==> src/rtl/alu_operand_stage.sv <==
// Registered ALU operand stage for the pipelined Y86-64 core: picks aluA/aluB, alufun and set_cc
// from icode/ifun behind a valid/ready handshake, with flush, illegal-icode flag and op counter.
module alu_operand_stage #(
    parameter int unsigned WIDTH      = 64,
    parameter int unsigned STACK_STEP = 8,
    parameter int unsigned CNT_W      = 32
) (
    input  logic             clk,
    input  logic             rst_n,
    input  logic             flush,
    input  logic             in_valid,
    output logic             in_ready,
    input  logic [3:0]       icode,
    input  logic [3:0]       ifun,
    input  logic [WIDTH-1:0] valA,
    input  logic [WIDTH-1:0] valB,
    input  logic [WIDTH-1:0] valC,
    output logic             out_valid,
    input  logic             out_ready,
    output logic [WIDTH-1:0] aluA,
    output logic [WIDTH-1:0] aluB,
    output logic [3:0]       alufun,
    output logic             set_cc,
    output logic             alu_en,
    output logic             ins_err,
    output logic [CNT_W-1:0] op_count
);

    localparam logic [WIDTH-1:0] STEP_POS = WIDTH'(STACK_STEP);
    localparam logic [WIDTH-1:0] STEP_NEG = WIDTH'(0) - STEP_POS;
    localparam logic [CNT_W-1:0] CNT_MAX  = {CNT_W{1'b1}};

    logic             valid_q,   valid_d;
    logic [WIDTH-1:0] alu_a_q,   alu_a_d;
    logic [WIDTH-1:0] alu_b_q,   alu_b_d;
    logic [3:0]       alufun_q,  alufun_d;
    logic             set_cc_q,  set_cc_d;
    logic             alu_en_q,  alu_en_d;
    logic             ins_err_q, ins_err_d;
    logic [CNT_W-1:0] cnt_q,     cnt_d;

    logic             accept;
    logic [WIDTH-1:0] dec_a;
    logic [WIDTH-1:0] dec_b;
    logic [3:0]       dec_fun;
    logic             dec_cc;
    logic             dec_en;
    logic             dec_err;

    assign in_ready = !valid_q || out_ready;
    assign accept   = in_valid && in_ready;

    // Operand decode; non-ALU icodes keep the held operands instead of inferring a latch.
    always_comb begin
        dec_a   = alu_a_q;
        dec_b   = alu_b_q;
        dec_fun = 4'h0;
        dec_cc  = 1'b0;
        dec_en  = 1'b0;
        dec_err = 1'b0;
        case (icode)
            4'h2: begin dec_a = valA;     dec_b = '0;   dec_en = 1'b1; end
            4'h3: begin dec_a = valC;     dec_b = '0;   dec_en = 1'b1; end
            4'h4,
            4'h5: begin dec_a = valC;     dec_b = valB; dec_en = 1'b1; end
            4'h6: begin
                dec_a   = valA;
                dec_b   = valB;
                dec_fun = ifun;
                dec_cc  = 1'b1;
                dec_en  = 1'b1;
            end
            4'h8,
            4'hA: begin dec_a = STEP_NEG; dec_b = valB; dec_en = 1'b1; end
            4'h9,
            4'hB: begin dec_a = STEP_POS; dec_b = valB; dec_en = 1'b1; end
            default: dec_err = (icode > 4'hB);
        endcase
    end

    always_comb begin
        valid_d   = valid_q;
        alu_a_d   = alu_a_q;
        alu_b_d   = alu_b_q;
        alufun_d  = alufun_q;
        set_cc_d  = set_cc_q;
        alu_en_d  = alu_en_q;
        ins_err_d = ins_err_q;
        cnt_d     = cnt_q;
        if (flush) begin
            valid_d   = 1'b0;
            set_cc_d  = 1'b0;
            alu_en_d  = 1'b0;
            ins_err_d = 1'b0;
        end else if (accept) begin
            valid_d   = 1'b1;
            alu_a_d   = dec_a;
            alu_b_d   = dec_b;
            alufun_d  = dec_fun;
            set_cc_d  = dec_cc;
            alu_en_d  = dec_en;
            ins_err_d = dec_err;
            if (dec_en && (cnt_q != CNT_MAX)) begin
                cnt_d = cnt_q + CNT_W'(1);
            end
        end else if (valid_q && out_ready) begin
            valid_d = 1'b0;
        end
    end

    always_ff @(posedge clk or negedge rst_n) begin
        if (!rst_n) begin
            valid_q   <= 1'b0;
            alu_a_q   <= '0;
            alu_b_q   <= '0;
            alufun_q  <= 4'h0;
            set_cc_q  <= 1'b0;
            alu_en_q  <= 1'b0;
            ins_err_q <= 1'b0;
            cnt_q     <= '0;
        end else begin
            valid_q   <= valid_d;
            alu_a_q   <= alu_a_d;
            alu_b_q   <= alu_b_d;
            alufun_q  <= alufun_d;
            set_cc_q  <= set_cc_d;
            alu_en_q  <= alu_en_d;
            ins_err_q <= ins_err_d;
            cnt_q     <= cnt_d;
        end
    end

    assign out_valid = valid_q;
    assign aluA      = alu_a_q;
    assign aluB      = alu_b_q;
    assign alufun    = alufun_q;
    assign set_cc    = set_cc_q;
    assign alu_en    = alu_en_q;
    assign ins_err   = ins_err_q;
    assign op_count  = cnt_q;

endmodule

==> config.mk <==
export PLATFORM = sky130hd
export DESIGN_NAME = alu_operand_stage
export DESIGN_NICKNAME = d
export VERILOG_FILES = /design/src/rtl/alu_operand_stage.sv
export SDC_FILE = /design/constraint.sdc
export NUM_CORES = 1
export LEC_CHECK = 0
export CAP_MARGIN = 30
export CORE_AREA = 5 5 142 144
export DETAILED_ROUTE_END_ITERATION = 7
export DIE_AREA = 0 0 147 149
export HOLD_SLACK_MARGIN = 0.02
export PLACE_DENSITY = 0.8
export SYNTH_ARGS = -nofsm -noshare
export SYNTH_HDL_FRONTEND = slang
export SYNTH_SLANG_ARGS = --single-unit
==> constraint.sdc <==
create_clock -name clk -period 5.2 [get_ports clk]
set_input_delay 0.52 -clock clk [delete_from_list [all_inputs] [get_ports clk]]
set_output_delay 0.52 -clock clk [all_outputs]
set_load 0.005 [all_outputs]
==> flow_summary.ini, run 1 <==
[status]
status = finished clean

[synthesis]
async_flop_share_pct = 100
synth_area_leader_cell = dfrtp_1
yosysWarningCount = 0
synth_nets = 831
synth-seq-area-share_pct = 59.7
syn-cell-area_mm2 = 0.00704
synth_edf_count = 0
synth-seq-cells = 168
yosysMostFrequentCell = dfrtp_1
avgSynthCellArea_um2 = 11.3
netlist.area_leader.share_pct = 59.7
synth_ff_type = dfrtp_1
netlist_instances = 625
synth_cell_types = 43
yosys-top-cells-count = dfrtp_1 (168), nor2_1 (77), a21oi_1 (69)
ys_top_cells_by_area = dfrtp_1 (60%), a22o_1 (8.0%), a22oi_1 (6.4%)

[die]
std_cell_rows = 50
core-area_mm2 = 0.0186
die_y_um = 149
die_x_um = 147
start_util_pct = 37.9
io_pins = 374
die-area_mm2 = 0.0219

[setup_path]
timing.rr.end = op_count[1]
cp.arrival_ns = 3.18
worstPathMaxFanout = 50
crit_type = input port to register
crit_required_ns = 5.50
startpoint_type = input port
r2r_start = out_valid
rrSetupSlack_ns = 2.59
endpoint_kind = register
reg2regPathDepth = 5

[pwr]
powerDensity_mw_per_mm2 = 338
ir_drop_mv = 0.213
p_leak_nw = 4.86

[clock_network]
cts_tree = yes
cts-hold-fix-buffers = 0
cts.reportedPaths.clkPinSlew_ns = 0.07
cts.root.buffer_cell = clkbuf_16
post-cts-setup-buffers = 0
numCtsBuffers = 17
htree_num_levels = 4
cts_resized = 0
insertion_delay_ns = 0.41
cts_buffer_depth = 2
clkSinkCount = 168

[timing]
rsz0062_at_grt = no
finalSetupTns_ns = 0
fmaxAchievable_ghz = 0.348
slew_violations = 0
finalCritPeriodShare_pct = 55.3
hold_violations = 0
setup_viol = 0
skew_ns = 0.00905
max-slew-margin-rel_pct = 33.3
tightest_slew_ns = 1.00
period_needed_ns = 2.88

[global_route]
grt-ovfl-total = 0
grt_max_degree = 71
grt_first_pass_wirelength_um = 38800
antenna_found_initial = 2
grt.total_usage_pct = 22.5
grt_pass1_vias = 6859

[placed_design]
hpwlAfterDp_um = 18800
gp_congestion = 0.819
dp.cells = 1202
numPortBuffers = 373

[final_layout]
finalNetCount = 1193
fin_cells = 1236
area_growth_pct = 64.3
drive_gt1_share_pct = 6.20
fill_cells = 1502

[min_path]
hold_path.class = input port to async pin

[drt]
drt_first_pass_iters = 5
ant_nets = 0
drt_wl_total_um = 25200
wl_per_cell_um = 20.4
vias = 6573
drt_first_iter_violations = 295
via_per_inst = 5.32
drc = 0

[run]
max-cap-violations = 0
## metrics by stage
stage / cell area, um^2 / setup slack [ns] / util, % / total power, mW / hold slack (ns)
after detailed placement: 11000 / 1.89 / 59.2 / 2.73 / 0.465
after CTS: 11600 / 2.34 / 62.2 / 3.95 / 0.114
after global routing: 11600 / 2.12 / 62.2 / 4.11 / 0.132
final: 11600 / 2.32 / 62.2 / 3.91 / 0.111
after floorplan: 7040 / 3.34 / - / 1.98 / 0.224
after global placement: 11000 / 1.96 / 59.0 / 2.71 / 0.463
## state kept, by name (all words and copies together) (netlist names)
register,cells
aluA,64
aluB,64
op_count,32
alufun,4
alu_en,1
ins_err,1
out_valid,1
set_cc,1
## layout by cell type, fill, tap and decap left out, drive strengths merged, types with 5 or more instances in the layout
cell	netlist	routed
and3	9	9
and4	5	5
a22o	64	64
a22oi	60	60
clkdlybuf4s50	0	372
clkbuf	16	17
nor3	13	13
nor2	80	80
inv	6	15
xor2	15	15
nand2	22	22
a21oi	72	72
xnor2	9	9
buf	27	14
nand4	13	13
clkinvlp	0	5
a31oi	6	6
dfrtp	168	168
nand3	12	12
## layer usage
metal / vias to the layer above / GRT usage, % / routed length (um) / share of wire [%]
met3: 20 / 8.51 / 2360 / 9.3
met2: 297 / 38.0 / 12400 / 49
li1: 3027 / - / - / -
met5: - / 0 / 0 / 0
met1: 3229 / 27.3 / 9990 / 40
met4: 0 / 5.92 / 435 / 1.7
## worst max-delay path: stages
cell and delay, ns:
clkdlybuf4s50_1 0.60, a21o_1 0.29, a21oi_4 0.26, and2_2 0.87, and2_4 0.33, mux2_4 0.30
## worst max-delay path by stage
| stage | start | to | slack (ns) | cells after the start |
|---|---|---|---|---|
| floorplan | icode[3] | op_count[1] | 3.34 | 7 |
| global placement | icode[3] | op_count[1] | 1.96 | 6 |
| detailed placement | icode[3] | op_count[1] | 1.89 | 6 |
| CTS | icode[3] | op_count[1] | 2.34 | 6 |
| global route | icode[3] | aluA[40] | 2.12 | 7 |
| finish | icode[3] | op_count[1] | 2.32 | 6 |
## logic make-up after synthesis
kind of cell	after synthesis	synth area share, %
AOI/OAI and AO/OA	218	22.0
DFF	168	59.7
and+or+nand+nor	164	11.4
buffers and inverters	49	3.48
xor gates and xnor gates	24	2.99
muxes	1	0.213
adders and majority gates	1	0.178
## cell type report
cell class | count | area, um^2 | area share (%)
antenna | 2 | 5.00 | 0.0433
clock buffer | 17 | 425 | 3.68
clock inverter | 15 | 131 | 1.14
inverter | 6 | 22.5 | 0.195
multi-input combinational | 408 | 2620 | 22.6
sequential | 168 | 4200 | 36.4
tap | 234 | 293 | 2.53
timing repair buffer | 386 | 3860 | 33.4
## where the power goes
part,internal [mW],leakage (nW),switching [mW]
Sequential,1.53,2.07,0.145
Combinational,0.666,2.52,0.369
Clock,0.631,0.261,0.573
Power figures use the tool's default switching activity.
==> run 2: changes to the inputs <==
CORE_AREA = 5 5 143 145   (was 5 5 142 144)
DIE_AREA = 0 0 148 150   (was 0 0 147 149)
PLACE_DENSITY = 0.79   (was 0.8)
clock period = 2.94 ns   (was 5.2 ns; I/O delays follow)
==> run 2 against run 1 <==
Sequential share of layout area is 0.19 points lower. Count of clock-buffer cells in the layout is 4 higher. Final cell count is 0.16% higher. Clock power is 86% higher. Critical endpoint unchanged.
==> flow_summary.ini, run 2 (same netlist as run 1, synthesis figures left out) <==
[status]
status = finished clean

[placed_design]
gp_congestion = 0.855
numPortBuffers = 373
dp.cells = 1203
place_ws_ns = 0.377
hpwlAfterDp_um = 18600
post_dp_cell_area_mm2 = 0.0110

[setup_path]
cp_slowest_cell = dfrtp_1
cp.depth = 6
worstPathMaxFanout = 6
cp-startpoint = op_count[1]
startpoint_type = register
max_stage_delay_ns = 0.41
endpoint_kind = register
crit_top_cell = nand4_1
r2r_start = op_count[1]
crit_required_ns = 3.24
critical_path.top_delay_family = simple AND/OR/NAND/NOR gates
reg2regPathDepth = 6
path_buf_inv = 0
cp.arrival_ns = 2.51
crit_type = register to register
crit_chain = ha_1 -> nand4_1 -> nor2_1 -> nand4_1 -> and2_4 -> mux2_4

[pwr]
p_int_mw = 5.13
share_seq_of_total_power_pct = 42.3
p_leak_nw = 4.87
ir_drop_mv = 0.358
swShare_pct = 26.7
fin_total_pwr_mw = 7.00
p_switching_mw = 1.87
clkPwrFrac_pct = 31.8
p_comb_share_pct = 25.9
powerDensity_mw_per_mm2 = 602

[global_route]
grt.total_usage_pct = 21.8
grt_first_pass_wirelength_um = 38000
grt_pass1_vias = 6642
antenna_found_initial = 3
grt-ovfl-total = 0
grt_max_degree = 75

[timing]
max-slew-margin-rel_pct = 36.1
fmaxAchievable_ghz = 0.451
skew_ns = 0.00946
slew_violations = 0
setup_viol = 0
rsz0062_at_grt = no
tightest_slew_ns = 0.956
finalCritPeriodShare_pct = 75.4
period_needed_ns = 2.22
hold_violations = 0
finalSetupTns_ns = 0
setup_slack_ns = 0.724
timing.hold.ws_ns = 0.427

[drt]
drt_first_iter_violations = 254
vias = 6530
wl_per_cell_um = 20.5
drc = 0
drt_wl_total_um = 25300
via_per_inst = 5.27
ant_nets = 0
drt_first_pass_iters = 5

[final_layout]
finalNetCount = 1191
multi_input_area_mm2 = 0.00262
drive_gt1_share_pct = 5.81
seq_area_mm2 = 0.00420
final_common_cell = clkdlybuf4s50_1
area_growth_pct = 65.1
fin_area_mm2 = 0.0116
fin_util_pct = 60.9
fill_cells = 1527
layout_common_cells = clkdlybuf4s50_1 (372), dfrtp_1 (168), nor2_1 (77)
fin_cells = 1238

[die]
die_x_um = 148
io_pins = 374
start_util_pct = 36.9
die_y_um = 150
std_cell_rows = 51
core-area_mm2 = 0.0191
die-area_mm2 = 0.0222

[min_path]
hold_path.class = input port to register
holdCritStartpoint = ifun[3]
whs_path_depth = 3

[clock_network]
htree_num_levels = 4
cts.reportedPaths.clkPinSlew_ns = 0.07
cts_buffer_depth = 2
clkSinkCount = 168
numCtsBuffers = 17
cts_tree = yes
insertion_delay_ns = 0.42
cts.root.buffer_cell = clkbuf_16

[run]
max-cap-violations = 0
[run 2: path summary, 6_finish.rpt]
kind,end,slack [ns]
max in group asynchronous,aluB[31],1.56
worst max-delay path,op_count[1],0.72
worst min register to register,alufun[2],0.49
min in group asynchronous,aluA[60],0.45
worst min-delay path,alufun[3],0.43
worst max register to register,op_count[1],0.72
[run 2: area by class of cell]
class,count,share of cell area (%)
antenna,2,0.0431
clock buffer,21,4.05
clock inverter,11,0.958
inverter,6,0.194
multi-input combinational,408,22.5
sequential,168,36.2
tap,238,2.56
timing repair buffer,384,33.5
[run 2: worst reg2reg max path: stages, from the launching register on]
cell,delay (ns)
dfrtp_1,0.41
ha_1,0.29
nand4_1,0.24
nor2_1,0.30
nand4_1,0.28
and2_4,0.28
mux2_4,0.30
[run 2: routing by layer]
metal | global-route usage [%] | vias up | wire (um)
met5 | 0 | - | 13
met4 | 6.74 | 2 | 440
met3 | 7.87 | 28 | 2420
met2 | 36.2 | 305 | 12600
met1 | 26.7 | 3175 | 9890
li1 | - | 3020 | -
[run 2: power groups by stage]
stage	clock (mW)	sequential, mW	combinational (mW)
2_1_floorplan	0	2.99	0.506
3_3_place_gp	0	2.99	1.80
3_5_place_dp	0	2.99	1.84
4_1_cts	2.26	2.96	1.84
5_1_grt	2.36	3.01	1.96
6_report	2.23	2.96	1.81
[run 2: what timing repair did]
action | in CTS | in global routing
hold buffers | 1 | 0
resized for setup | 0 | 0
setup buffers | 0 | 0
endpoints found under the hold margin | 56 | 0
==> run 3: changes to the inputs <==
clock period = 2.2 ns   (was 2.94 ns; I/O delays follow)
==> run 3 against run 2 <==
Hold slack worse by 0.090 ns. Sequential power up 34%. Largest power group unchanged. Die area is the same. Combinational power is 36% higher. Sequential share of layout area decreased by 0.57 points. Register-to-register slack lost 0.54 ns. Count of clock-buffer cells in the layout decreased by 4. Via count up 2.6%. Maximum frequency up 9.7%.
==> flow_summary.ini, run 3 (same netlist as run 1, synthesis figures left out) <==
[clock_network]
cts_resized = 0
cts.reportedPaths.clkPinSlew_ns = 0.07
cts_tree = yes
numCtsBuffers = 17
cts.root.buffer_cell = clkbuf_16
post-cts-setup-buffers = 0
cts_buffer_depth = 2
cts-hold-fix-buffers = 1
insertion_delay_ns = 0.42
htree_num_levels = 4
clkSinkCount = 168

[placed_design]
place_ws_ns = 0.0479
gp_congestion = 0.852
dp.cells = 1220
numPortBuffers = 373
post_dp_cell_area_mm2 = 0.0112
hpwlAfterDp_um = 19100

[min_path]
hold_path.class = input port to async pin

[setup_path]
crit_required_ns = 2.53
cp.arrival_ns = 2.35
crit_chain = ha_1 -> and4_1 -> nand4_4 -> nor4b_2 -> xor2_1
crit_type = register to register
worstPathMaxFanout = 8
max_stage_delay_ns = 0.44
startpoint_type = register
cp_slowest_cell = dfrtp_1
endpoint_kind = register

[final_layout]
finalNetCount = 1208
fin_cells = 1257
drive_gt1_share_pct = 7.49
area_growth_pct = 67.8
final_common_cell = clkdlybuf4s50_1
layout_common_cells = clkdlybuf4s50_1 (372), dfrtp_1 (168), nor2_1 (77)
fin_area_mm2 = 0.0118
fin_util_pct = 61.9

[pwr]
p_leak_nw = 4.98
powerDensity_mw_per_mm2 = 797
ir_drop_mv = 0.477

[run]
max-cap-violations = 0

[timing]
setup_slack_ns = 0.180
slew_violations = 0
fmaxAchievable_ghz = 0.495
finalCritPeriodShare_pct = 91.8
period_needed_ns = 2.02
finalSetupTns_ns = 0
hold_violations = 0
rsz0062_at_grt = no
setup_viol = 0
skew_ns = 0.0139
tightest_slew_ns = 0.560
max-slew-margin-rel_pct = 62.7

[die]
core-area_mm2 = 0.0191
die_y_um = 150
io_pins = 374
die-area_mm2 = 0.0222
die_x_um = 148
std_cell_rows = 51
start_util_pct = 36.9

[drt]
via_per_inst = 5.33
drc = 0
ant_nets = 0
drt_wl_total_um = 25900
vias = 6703
wl_per_cell_um = 20.6
drt_first_pass_iters = 6
drt_first_iter_violations = 385

[global_route]
grt_first_pass_wirelength_um = 38800
grt_max_degree = 65
antenna_found_initial = 6
grt.total_usage_pct = 22.6
grt-ovfl-total = 0
grt_pass1_vias = 6851

[status]
status = finished clean
run 3: report_power, final:
part	switching (mW)	total [mW]	internal [mW]	leakage (nW)
registers	0.356	3.96	3.61	2.07
clock network	1.38	2.99	1.61	0.280
logic	0.866	2.47	1.60	2.62
run 3: critical path: cells and delay by family (launching register included):
kind	cells	cell delay, ns
DFF	1	0.44
xor gates and xnor gates	1	0.20
adders and majority gates	1	0.29
and+or+nand+nor	3	1.02
run 3: worst paths after layout:
path	from	end	slack (ns)	cells past startpoint
min reg2reg	alufun[1]	alufun[1]	0.49	2
max	op_count[0]	op_count[30]	0.18	5
max in group asynchronous	rst_n	aluB[11]	1.11	3
min	rst_n	aluA[49]	0.34	2
min in group clk	ifun[2]	alufun[2]	0.34	3
max reg2reg	op_count[0]	op_count[30]	0.18	5
run 3: per-layer routing:
layer | up-vias | wire length, um | GRT usage [%]
met5 | - | 25 | 0
met4 | 4 | 585 | 9.01
met3 | 42 | 2540 | 8.09
met2 | 332 | 12800 | 36.9
met1 | 3259 | 9890 | 27.3
li1 | 3066 | - | -
run 3: area by class of cell:
cell class	instances	area, um^2
clock buffers	17	425
clock inverters	15	160
multi-input cells	408	2620
repair buffers	401	4070
fillers	1541	7270
well taps	238	298
diodes	4	10.0
flip-flops and latches	168	4200
inverters	6	22.5
run 3: metrics by stage:
stage / hold slack (ns) / total power, mW
2_1_floorplan: -0.0756 / 4.68
3_3_place_gp: 0.231 / 6.44
3_5_place_dp: 0.231 / 6.49
4_1_cts: 0.321 / 9.51
5_1_grt: 0.341 / 9.86
6_report: 0.337 / 9.42
